$ cat config.mk
export PLATFORM = sky130hd
export DESIGN_NAME = seg7_scan_driver_flat
export DESIGN_NICKNAME = d
export VERILOG_FILES = /design/src/rtl/seg7_scan_driver_if.sv /design/src/rtl/seg7_scan_driver.sv /design/src/flat_wrapper.sv
export SDC_FILE = /design/constraint.sdc
export NUM_CORES = 1
export LEC_CHECK = 0
export CAP_MARGIN = 20
export CELL_PAD_IN_SITES_DETAIL_PLACEMENT = 0
export CELL_PAD_IN_SITES_GLOBAL_PLACEMENT = 1
export CORE_ASPECT_RATIO = 1.1
export CORE_MARGIN = 2
export CORE_UTILIZATION = 43
export CTS_CLUSTER_DIAMETER = 40
export DETAILED_ROUTE_END_ITERATION = 16
export GPL_ROUTABILITY_DRIVEN = 0
export PLACE_DENSITY = 0.78
export SETUP_SLACK_MARGIN = 0.05
export SLEW_MARGIN = 25
export SYNTH_ARGS = -nofsm -noshare
export SYNTH_HDL_FRONTEND = slang
export SYNTH_SLANG_ARGS = --single-unit
export TNS_END_PERCENT = 100
$ cat constraint.sdc
create_clock -name Clk -period 2.6 [get_ports Clk]
set_input_delay 0.65 -clock Clk [delete_from_list [all_inputs] [get_ports Clk]]
set_output_delay 0.65 -clock Clk [all_outputs]
set_load 0.01 [all_outputs]
$ cat src/rtl/seg7_scan_driver_if.sv
// Purpose: bundles the value/control inputs and segment/digit outputs of the
//          seven-segment scan driver; Clk/nRst remain plain ports.
// Ports:   Value/Load/Blank_lz/Blink toward the driver, Seg/Dig back out.
interface seg7_scan_driver_if #(
   parameter int NB_DIGITS = 4
);
   logic [4*NB_DIGITS-1:0] Value;
   logic                   Load;
   logic                   Blank_lz;
   logic                   Blink;
   logic [6:0]             Seg;
   logic [NB_DIGITS-1:0]   Dig;

   modport master (
      output Value, Load, Blank_lz, Blink,
      input  Seg, Dig
   );

   modport slave (
      input  Value, Load, Blank_lz, Blink,
      output Seg, Dig
   );
endinterface

$ cat src/rtl/seg7_scan_driver.sv
// Purpose:  time-multiplexed BCD seven-segment driver with leading-zero blanking and blink.
// Latency:  Seg/Dig registered; one cycle from any internal state change to the outputs.
// Backpres: none; Load is a fire-and-forget strobe, the shadow register is always ready.
// Ports:    Clk, nRst (async active-low); bus.slave: Value (4 bits per digit), Load,
//           Blank_lz, Blink in; Seg (a..g, Seg[6]=a) and Dig (one-hot select) out.
module seg7_scan_driver #(
   parameter int NB_DIGITS       = 4,
   parameter int SCAN_DIV        = 50000,
   parameter int BLINK_DIV       = 32,
   parameter int OUTPUT_POLARITY = 0,
   parameter int DIGIT_POLARITY  = 0
) (
   input  logic                Clk,
   input  logic                nRst,
   seg7_scan_driver_if.slave   bus
);

   localparam int PRESC_W = $clog2(SCAN_DIV);
   localparam int IDX_W   = (NB_DIGITS > 1) ? $clog2(NB_DIGITS) : 1;
   localparam int FRM_W   = (BLINK_DIV > 1) ? $clog2(BLINK_DIV) : 1;

   localparam logic [PRESC_W-1:0] PRESC_LAST = PRESC_W'(SCAN_DIV - 1);
   localparam logic [IDX_W-1:0]   IDX_LAST   = IDX_W'(NB_DIGITS - 1);
   localparam logic [FRM_W-1:0]   FRM_LAST   = FRM_W'(BLINK_DIV - 1);

   // XOR masks turning active-high internal values into pad levels; they are
   // also the "all off" / "none selected" levels.
   localparam logic [6:0] SEG_XOR = (OUTPUT_POLARITY != 0) ? 7'h00 : 7'h7F;
   localparam logic [NB_DIGITS-1:0] DIG_XOR =
      (DIGIT_POLARITY != 0) ? {NB_DIGITS{1'b0}} : {NB_DIGITS{1'b1}};

   logic [4*NB_DIGITS-1:0] shadow_q, shadow_d;
   logic [PRESC_W-1:0]     presc_q,  presc_d;
   logic [IDX_W-1:0]       idx_q,    idx_d;
   logic [FRM_W-1:0]       frm_q,    frm_d;
   logic                   phase_q,  phase_d;
   logic [6:0]             seg_q,    seg_d;
   logic [NB_DIGITS-1:0]   dig_q,    dig_d;

   logic                   tick;
   logic                   last_idx;
   logic                   frame_end;
   logic [3:0]             nib;
   logic [NB_DIGITS-1:0]   dig_oh;
   logic                   upper_nz;
   logic                   lz_blank;
   logic                   blink_blank;
   logic                   show;

   function automatic logic [6:0] decode(input logic [3:0] n);
      logic [6:0] p;
      case (n)
         4'd0:    p = 7'b1111110;
         4'd1:    p = 7'b0110000;
         4'd2:    p = 7'b1101101;
         4'd3:    p = 7'b1111001;
         4'd4:    p = 7'b0110011;
         4'd5:    p = 7'b1011011;
         4'd6:    p = 7'b1011111;
         4'd7:    p = 7'b1110000;
         4'd8:    p = 7'b1111111;
         4'd9:    p = 7'b1111011;
         default: p = 7'b0110111;   // non-BCD nibble shows 'H'
      endcase
      return p;
   endfunction

   always_comb begin
      // Scan timing
      tick      = (presc_q == PRESC_LAST);
      last_idx  = (idx_q == IDX_LAST);
      frame_end = tick && last_idx;

      presc_d = tick ? '0 : presc_q + 1'b1;

      idx_d = idx_q;
      if (tick) begin
         idx_d = last_idx ? '0 : idx_q + 1'b1;
      end

      frm_d   = frm_q;
      phase_d = phase_q;
      if (frame_end) begin
         if (frm_q == FRM_LAST) begin
            frm_d   = '0;
            phase_d = ~phase_q;
         end else begin
            frm_d = frm_q + 1'b1;
         end
      end

      shadow_d = bus.Load ? bus.Value : shadow_q;

      // Display path works on the current (pre-edge) index and shadow, so a
      // Load landing on a tick shows up together with the new index.
      nib      = 4'd0;
      dig_oh   = '0;
      upper_nz = 1'b0;
      for (int i = 0; i < NB_DIGITS; i++) begin
         if (idx_q == IDX_W'(i)) begin
            nib       = shadow_q[i*4 +: 4];
            dig_oh[i] = 1'b1;
         end
         // Any non-zero nibble at or above the current digit keeps it lit.
         if ((IDX_W'(i) >= idx_q) && (shadow_q[i*4 +: 4] != 4'd0)) begin
            upper_nz = 1'b1;
         end
      end

      lz_blank    = bus.Blank_lz && (idx_q != '0) && !upper_nz;
      blink_blank = bus.Blink && phase_q;
      show        = !lz_blank && !blink_blank;

      seg_d = (show ? decode(nib) : 7'h00) ^ SEG_XOR;
      dig_d = (show ? dig_oh : {NB_DIGITS{1'b0}}) ^ DIG_XOR;
   end

   always_ff @(posedge Clk or negedge nRst) begin
      if (!nRst) begin
         shadow_q <= '0;
         presc_q  <= '0;
         idx_q    <= '0;
         frm_q    <= '0;
         phase_q  <= 1'b0;
         seg_q    <= SEG_XOR;
         dig_q    <= DIG_XOR;
      end else begin
         shadow_q <= shadow_d;
         presc_q  <= presc_d;
         idx_q    <= idx_d;
         frm_q    <= frm_d;
         phase_q  <= phase_d;
         seg_q    <= seg_d;
         dig_q    <= dig_d;
      end
   end

   assign bus.Seg = seg_q;
   assign bus.Dig = dig_q;

endmodule

$ cat src/flat_wrapper.sv
// flat-port wrapper written by rule: the top's interface ports become plain ports
module seg7_scan_driver_flat 
#(
   parameter int NB_DIGITS       = 4,
   parameter int SCAN_DIV        = 50000,
   parameter int BLINK_DIV       = 32,
   parameter int OUTPUT_POLARITY = 0,
   parameter int DIGIT_POLARITY  = 0
)
  (Clk, nRst, bus_Value, bus_Load, bus_Blank_lz, bus_Blink, bus_Seg, bus_Dig);
  seg7_scan_driver_if #(.NB_DIGITS(NB_DIGITS)) bus_i ();
  input  logic Clk;
  input  logic nRst;
  input wire logic [$bits(bus_i.Value)-1:0] bus_Value;
  input wire logic [$bits(bus_i.Load)-1:0] bus_Load;
  input wire logic [$bits(bus_i.Blank_lz)-1:0] bus_Blank_lz;
  input wire logic [$bits(bus_i.Blink)-1:0] bus_Blink;
  output wire logic [$bits(bus_i.Seg)-1:0] bus_Seg;
  output wire logic [$bits(bus_i.Dig)-1:0] bus_Dig;
  assign bus_i.Value = bus_Value;
  assign bus_i.Load = bus_Load;
  assign bus_i.Blank_lz = bus_Blank_lz;
  assign bus_i.Blink = bus_Blink;
  assign bus_Seg = bus_i.Seg;
  assign bus_Dig = bus_i.Dig;
  seg7_scan_driver #(.NB_DIGITS(NB_DIGITS), .SCAN_DIV(SCAN_DIV), .BLINK_DIV(BLINK_DIV), .OUTPUT_POLARITY(OUTPUT_POLARITY), .DIGIT_POLARITY(DIGIT_POLARITY)) u_core (.Clk(Clk), .nRst(nRst), .bus(bus_i));
endmodule
-- Word-level counts from Yosys, hierarchy flattened
Memory sizes are Yosys's and may differ from the RTL's.
Index checks and enable logic that the tools add are counted.
- flip-flop bits (word level): 51
- memory bits (read-only): 112
- input bits: 21
- output and inout port bits: 11
- word-level logic and storage cells: 59
- memories kept: 1
- memory list (name ; depth ; width ; rd ports ; clocked after memory_dff ; write ports ; RTL line ; RTL):
    (name not given) ; 16 ; 7 ; 1 ; 0 ; 0 ; seg7_scan_driver.sv:52 ; case (n)
- add/subtract/negate cells: 3
- magnitude comparators: 4
- equal/unequal tests: 5
- muxes and demuxes: 17
- bitwise operators: 3
- reduce and logical (&&, ||, !) cells: 19
- operator list (operator ; count):
    4-bit 2-to-1 mux ; 5
    16-bit by 1-bit adder with 16-bit output, second input constant ; 1
    16-bit == test, second input constant ; 1
    16-bit 2-to-1 mux ; 1
    4-bit nonzero test ; 4
    1-bit logical AND ; 9
    1-bit 2-to-1 mux ; 8
    7-bit 2-to-1 mux ; 1
    7-bit NOT ; 1
    5-bit by 1-bit adder with 5-bit output, second input constant ; 1
    5-bit == test, second input constant ; 1
    5-bit 2-to-1 mux ; 1
    2-bit == test, second input constant ; 2
    1-bit by 2-bit greater-or-equal comparator with 1-bit output, first input constant ; 2
    2-bit greater-or-equal comparator, first input constant ; 2
    4-bit NOT ; 1
    1-bit zero test ; 3
    2-bit by 1-bit adder with 2-bit output, second input constant ; 1
    2-bit by 1-bit == test with 1-bit output, second input constant ; 1
    2-bit zero test ; 1
    2-bit 2-to-1 mux ; 1
    2-bit AND reduction ; 1
    2-bit nonzero test ; 1
    1-bit NOT ; 1

-- Longest topological paths before layout
Gate-level depths: netlist (run 1).
- word-level depth: 12
- gate-level depth with buffers: 10
- depth with buffers taken out: 9

-- Worst setup path after synthesis (run 1)
Ideal clock, no wire load.
- path kind: register to register
- start point: reg u_core.presc_q[7]
- end point: reg u_core.frm_q[3]
- data arrival time: 1.932 ns
- required time: 2.534 ns
- setup slack: 0.602 ns
- cell stages (with the launch flop): 6
- path buffers: 0
- clock period less this slack: 1.998 ns
- cell sequence: dfrtp_1 or4b_4 nor4_4 nand2_2 or4_1 nand2_1
- cells in the longest elaborated chain, start to end: 2
- ends and longest elaborated chain (element ; RTL line ; RTL):
    start, declared ; seg7_scan_driver.sv:33 ; logic [PRESC_W-1:0] presc_q, presc_d;
    start signal, assigned ; seg7_scan_driver.sv:129 ; presc_q <= presc_d;
    16-bit == test ; seg7_scan_driver.sv:70 ; tick = (presc_q == PRESC_LAST);
    1-bit logical AND ; seg7_scan_driver.sv:72 ; frame_end = tick && last_idx;
    end signal, assigned ; seg7_scan_driver.sv:131 ; frm_q <= frm_d;
    end, declared ; seg7_scan_driver.sv:35 ; logic [FRM_W-1:0] frm_q, frm_d;
Every way passes these cells.
A chain may end at the register's enable or synchronous reset.

-- Worst setup path in the final report (run 1)
- start point: reg u_core.idx_q[1]
- end point: reg u_core.seg_q[6] (netlist: u_core.bus.Seg[6])
- cells in the longest elaborated chain, start to end: 12
- elaborated cells between the ends (all ways): 29
- ends and longest elaborated chain (element ; RTL line ; RTL):
    start, declared ; seg7_scan_driver.sv:34 ; logic [IDX_W-1:0] idx_q, idx_d;
    start signal, assigned ; seg7_scan_driver.sv:130 ; idx_q <= idx_d;
    branches (longest 10 deep; another with memory read 16 x 7 bit) ; -- ;
    7-bit 2-to-1 mux * ; seg7_scan_driver.sv:114 ; seg_d = (show ? decode(nib) : 7'h00) ^ SEG_XOR;
    7-bit NOT (no line) * ; -- ;
    net u_core.seg_d[6] ; seg7_scan_driver.sv:37 ; logic [6:0] seg_q, seg_d;
    end signal, assigned ; seg7_scan_driver.sv:133 ; seg_q <= seg_d;
    end, declared ; seg7_scan_driver.sv:37 ;
Mark *: on every way through the listed nets, which the timed path passes.

==> results of run 1 <==
-- state kept, by name, indices dropped and copies added, names as in the netlist --
name	cells
u_core.bus.Dig	4
u_core.bus.Seg	7
u_core.frm_q	5
u_core.idx_q	2
u_core.phase_q	1
u_core.presc_q	16
u_core.shadow_q	16
-- worst paths after layout --
kind                            depth (start not counted)                     endpoint  slack, ps                   startpoint
worst min-delay path                                    2  u_core.presc_q[9]$_DFF_PN0_        310                         nRst
worst max-delay path                                    7  u_core.bus.Seg[6]$_DFF_PN1_        480  u_core.idx_q[1]$_DFFE_PN0N_
max in group asynchronous                               2  u_core.bus.Dig[1]$_DFF_PN1_       2000                         nRst
worst min register to register                          1   u_core.phase_q$_DFFE_PN0P_        480   u_core.phase_q$_DFFE_PN0P_
worst max register to register                          7  u_core.bus.Seg[6]$_DFF_PN1_        480  u_core.idx_q[1]$_DFFE_PN0N_
min in group Clk                                        1   u_core.phase_q$_DFFE_PN0P_        480   u_core.phase_q$_DFFE_PN0P_
-- routing by layer --
metal / track usage (%) / wire length [um] / vias to the layer above
li1: - / - / 823
met1: 22.1 / 2180 / 797
met2: 23.9 / 2000 / 28
met3: 3.16 / 155 / 5
met4: 5.26 / 52 / 0
met5: 0 / 0 / -
-- final cells by class --
type	instances	area, sq um
multi-input combinational	148	1070
clock buffer	5	68.8
sequential	51	1290
clock inverter	3	15.0
inverter	6	22.5
fill	495	2490
tap	75	93.8
timing repair buffer	34	340
-- worst max-delay path, delay by kind of cell (launching register included) --
kind                     cells  cell delay (ps)
AO/OA/AOI/OAI                1              240
adder cells (fa/ha/maj)      1              340
buffers and inverters        2              210
flip-flops                   1              440
AND/OR/NAND/NOR              3              830
-- power groups by stage --
| stage | logic (uW) | registers, uW | clock network [uW] |
|---|---|---|---|
| global route | 190 | 872 | 480 |
| detailed placement | 171 | 882 | 0 |
| CTS | 172 | 867 | 454 |
| global placement | 170 | 883 | 0 |
| finish | 170 | 867 | 439 |
| floorplan | 72.4 | 883 | 0 |
-- cell usage after synthesis --
| library cell | count | share of area [%] |
|---|---|---|
| a211o_1 | 1 | 0.36 |
| a21boi_0 | 1 | 0.31 |
| a21o_1 | 1 | 0.31 |
| a21oi_1 | 1 | 0.21 |
| a22oi_1 | 1 | 0.31 |
| a31oi_1 | 2 | 0.52 |
| and3_1 | 1 | 0.26 |
| and4_1 | 1 | 0.36 |
| buf_1 | 1 | 0.16 |
| buf_2 | 1 | 0.21 |
| clkbuf_1 | 4 | 0.62 |
| dfrtp_1 | 40 | 42 |
| dfstp_2 | 11 | 12 |
| ha_1 | 10 | 5.2 |
| inv_1 | 6 | 0.94 |
| mux2_2 | 18 | 8.4 |
| nand2_1 | 24 | 3.7 |
| nand2_2 | 1 | 0.26 |
| nand2b_1 | 1 | 0.26 |
| nand3_1 | 11 | 2.3 |
| nand3b_1 | 3 | 0.94 |
| nand4_1 | 4 | 1.0 |
| nand4b_1 | 1 | 0.36 |
| nor2_1 | 14 | 2.2 |
| nor2b_1 | 2 | 0.52 |
| nor3_1 | 3 | 0.62 |
| nor4_1 | 4 | 1.0 |
| nor4_4 | 1 | 0.88 |
| o211a_1 | 1 | 0.42 |
| o211ai_1 | 4 | 1.2 |
| o21ai_0 | 9 | 1.9 |
| o221a_2 | 1 | 0.47 |
| o221ai_1 | 1 | 0.36 |
| o2bb2ai_1 | 1 | 0.36 |
| o311ai_0 | 1 | 0.36 |
| o31a_1 | 2 | 0.73 |
| o31ai_1 | 1 | 0.31 |
| or3_1 | 1 | 0.26 |
| or4_1 | 2 | 0.62 |
| or4b_1 | 1 | 0.42 |
| or4b_2 | 1 | 0.42 |
| or4b_4 | 1 | 0.57 |
| or4bb_1 | 2 | 0.94 |
| xnor2_1 | 5 | 1.8 |
| xor2_1 | 8 | 2.9 |
-- cell families (layout without fill, tap and decap cells) --
group,after synthesis,count (layout),share of synthesized area (%)
adder cells (fa/ha/maj),10,10,5.20
AO/OA/AOI/OAI,28,28,8.16
multiplexers,18,18,8.42
buffers and inverters,12,48,1.92
AND/OR/NAND/NOR,79,79,18.0
XOR/XNOR,13,13,4.73
flip-flops,51,51,53.6
-- metrics by stage --
step	power, uW	setup WS [ps]	cell area [sq um]	std cells	util (%)
floorplan	955	602	2410	211	-
global placement	1050	512	2820	314	52.2
detailed placement	1050	493	2820	314	52.2
CTS	1490	469	2900	322	53.8
global route	1540	209	2900	322	53.8
finish	1480	479	2900	322	53.8
==> results.toml, run 1 <==
[routing]
dr.pass1.iters = 4
wl_per_cell_um = 13.6
vias = 1653
via_per_inst = 5.13
drt-initial-drc-count = 51
drt_wl_total_um = 4390
ant_nets = 0
drcViolationCount = 0

[timing]
finalHoldViolations = 0
finalSetupViolCount = 0
fin_tns_setup_ps = 0
period_share_pct = 81.6
skew_ps = 6.75
maxSlewHeadroom_pct = 54.7
rsz0062_at_grt = "false"
post-route-min-period_ps = 2120
holdWs_ps = 312
max_freq_ghz = 0.471
finalMaxSlewViolations = 0
tightest_slew_ps = 676

[yosys]
synth_seq_area_share_pct = 53.6
synth_nets = 242
synth_cells = 211
synthDistinctLibCells = 45
ys.warnings.count = 0
synth_seq_cells = 51
synth_area_sq_um = 2410
avgSynthCellArea_sq_um = 11.4

[clock_network]
cts_tree = "done"
path_clk_slew_ps = 90
cts-root-buf = "clkbuf_8"
htree_levels = 2
cts_resized = 0
clk_latency_ps = 300
cts_setup_buffers = 0
numCtsBuffers = 5
clkSinkCount = 51
cts_buffer_depth = 2
ctsHoldBuffers = 0

[final_layout]
mostFrequentLayoutCells = "dfrtp_1 (40), clkdlybuf4s50_1 (30), nand2_1 (24)"
areaGrowthSynthToFinish_pct = 20.5
drive_gt1_share_pct = 18.6
final_common_cell = "dfrtp_1"
final_nets = 277
diodes = 0

[pwr]
peakVddDrop_uv = 259
comb_power_share_pct = 11.5
leakage_uw = 0.00125
p_clk_share_pct = 29.8
pwr-share-seq_pct = 58.7
p_int_uw = 1130
p_sw_share_pct = 23.8
netSwitchingPower_uw = 351
p_per_area_nw_per_um2 = 509

[min_path]
hp-class = "in -> async"

[worst_setup_path]
cp-start-kind = "flop"
criticalPathCategory = "reg -> reg"
crit_fanout = 9
cp_slowest_stage_delay_ps = 610
critPathCaptureType = "flop"
worst-endpoint-arrival_ps = 2360
slowest_stage = "or4_1"
crit_top_cell = "inv_1"
worstPathRequired_ps = 2840
path_cells = "inv_1 -> ha_1 -> inv_1 -> nand3_1 -> a31oi_1 -> or4_1 -> nand4_1"

[global_routing]
grt_max_degree = 52
grt_pass1_vias = 1598
grt_overflow_total = 0
grt_first_pass_wirelength_um = 7440
track_usage_pct = 15.6
antenna_found_initial = 0

[die]
io_pins = 32
fp.coreArea_sq_um = 5400
die_w_um = 75.3
die_h_um = 82.5
start_util_pct = 44.6
rows = 28
dieArea_sq_um = 6210

[run_status]
status = "completed"

[run]
max_cap_viol_count = 0

[place]
portBuffers = 31
hpwl_um = 3180
Power figures use the tool's default switching activity.
==> run 2, diff against run 1 <==
Clock period 2.6 ns to 2.1 ns, I/O delays scaled along.
==> results.toml, run 2 (synthesis gave the netlist of run 1 again) <==
[clock_network]
cts-root-buf = "clkbuf_8"
clk_latency_ps = 300
ctsHoldBuffers = 0
cts_buffer_depth = 2
clkSinkCount = 51
path_clk_slew_ps = 90
htree_levels = 2
cts_tree = "done"
numCtsBuffers = 5

[min_path]
hp-class = "in -> async"

[timing]
tightest_slew_ps = 512
rsz0062_at_grt = "true"
finalHoldViolations = 0
post-route-min-period_ps = 1970
maxSlewHeadroom_pct = 65.9
finalSetupViolCount = 0
skew_ps = 2.58
max_freq_ghz = 0.507
fin_tns_setup_ps = 0
period_share_pct = 94.0
finalMaxSlewViolations = 0

[global_routing]
grt_first_pass_wirelength_um = 7760
grt_overflow_total = 0
grt_max_degree = 31
track_usage_pct = 16.7
grt_pass1_vias = 1651
antenna_found_initial = 0

[run]
max_cap_viol_count = 0

[worst_setup_path]
worstPathRequired_ps = 2350
crit_buf_inv = 0
path_cells = "or4bb_4 -> nor4_4 -> nand2_2 -> or4b_1 -> nand2_1"
crit_fanout = 4
slowest_stage = "or4bb_4"
criticalPathCategory = "reg -> reg"
cp-start-kind = "flop"
cp_slowest_stage_delay_ps = 560
reg2reg_slack_ps = 130
crit_family = "simple AND/OR/NAND/NOR gates"
worst-endpoint-arrival_ps = 2220
critPathCaptureType = "flop"

[routing]
wl_per_cell_um = 13.5
via_per_inst = 5.08
ant_nets = 0
dr.pass1.iters = 4
drt-initial-drc-count = 70
drt_wl_total_um = 4550
drcViolationCount = 0
vias = 1708

[place]
portBuffers = 31
dpl.cell_count = 324
hpwl_um = 3380

[die]
die_w_um = 75.3
dieArea_sq_um = 6210
rows = 28
start_util_pct = 44.6
fp.coreArea_sq_um = 5400
die_h_um = 82.5
io_pins = 32

[final_layout]
utilization_pct = 57.1
mostFrequentLayoutCells = "dfrtp_1 (36), clkdlybuf4s50_1 (30), nand2_1 (23)"
final_cells = 336
final_common_cell = "dfrtp_1"
final_nets = 291
drive_gt1_share_pct = 28.4
diodes = 0
areaGrowthSynthToFinish_pct = 28.1

[pwr]
totalPowerFinal_uw = 1910
leakage_uw = 0.00132
p_per_area_nw_per_um2 = 619
peakVddDrop_uv = 422

[run_status]
status = "completed"
==> run 2: cell count changes in the layout (fill, tap and decap cells not counted), sizes merged <==
cell,delta
buf,+14
clkbuf,+3
clkinv,-3
==> run 2: power breakdown <==
part           total, uW  internal, uW  switching, uW
registers           1070          1040           30.7
clock network        615           301            313
logic                219           129           89.7
==> run 2: what timing repair did <==
action / CTS / global route
setup endpoints to repair: 4 / 9
gates cloned: 0 / 0
buffers inserted: 0 / 4
gates resized for setup: 1 / 18
pin swaps: 0 / 1
==> run 2: stage by stage <==
step	area (sq um)	hold WS, ps	setup slack [ps]
detailed placement	2890	467	47.2
global route	3080	203	37.4
floorplan	2410	229	102
finish	3080	182	127
CTS	3000	191	73.0
global placement	2890	462	5.97
==> run 2: final cells by class <==
| type | count | area (sq um) |
|---|---|---|
| Clock buffer | 8 | 100 |
| Fill cell | 493 | 2310 |
| Inverter | 6 | 22.5 |
| Multi-Input combinational cell | 148 | 1130 |
| Sequential cell | 51 | 1290 |
| Tap cell | 75 | 93.8 |
| Timing Repair Buffer | 48 | 445 |
==> run 2: worst paths after layout <==
| path | from | end | cells after the start |
|---|---|---|---|
| worst max register to register | u_core.presc_q[10]$_DFF_PN0_ | u_core.frm_q[2]$_DFFE_PN0P_ | 5 |
| worst min-delay path | nRst | u_core.phase_q$_DFFE_PN0P_ | 1 |
| max in group asynchronous | nRst | u_core.idx_q[1]$_DFFE_PN0N_ | 2 |
| min in group Clk | u_core.phase_q$_DFFE_PN0P_ | u_core.phase_q$_DFFE_PN0P_ | 1 |
| worst min register to register | u_core.phase_q$_DFFE_PN0P_ | u_core.phase_q$_DFFE_PN0P_ | 1 |
| worst max-delay path | u_core.presc_q[10]$_DFF_PN0_ | u_core.frm_q[2]$_DFFE_PN0P_ | 5 |
==> run 2: per-layer routing <==
metal  global-route usage, %  wire length (um)  vias up
met5                       0                 0        -
met4                    6.84                78        0
met3                    4.13               158        6
met2                    24.6              2050       30
met1                    23.3              2260      818
li1                        -                 -      854
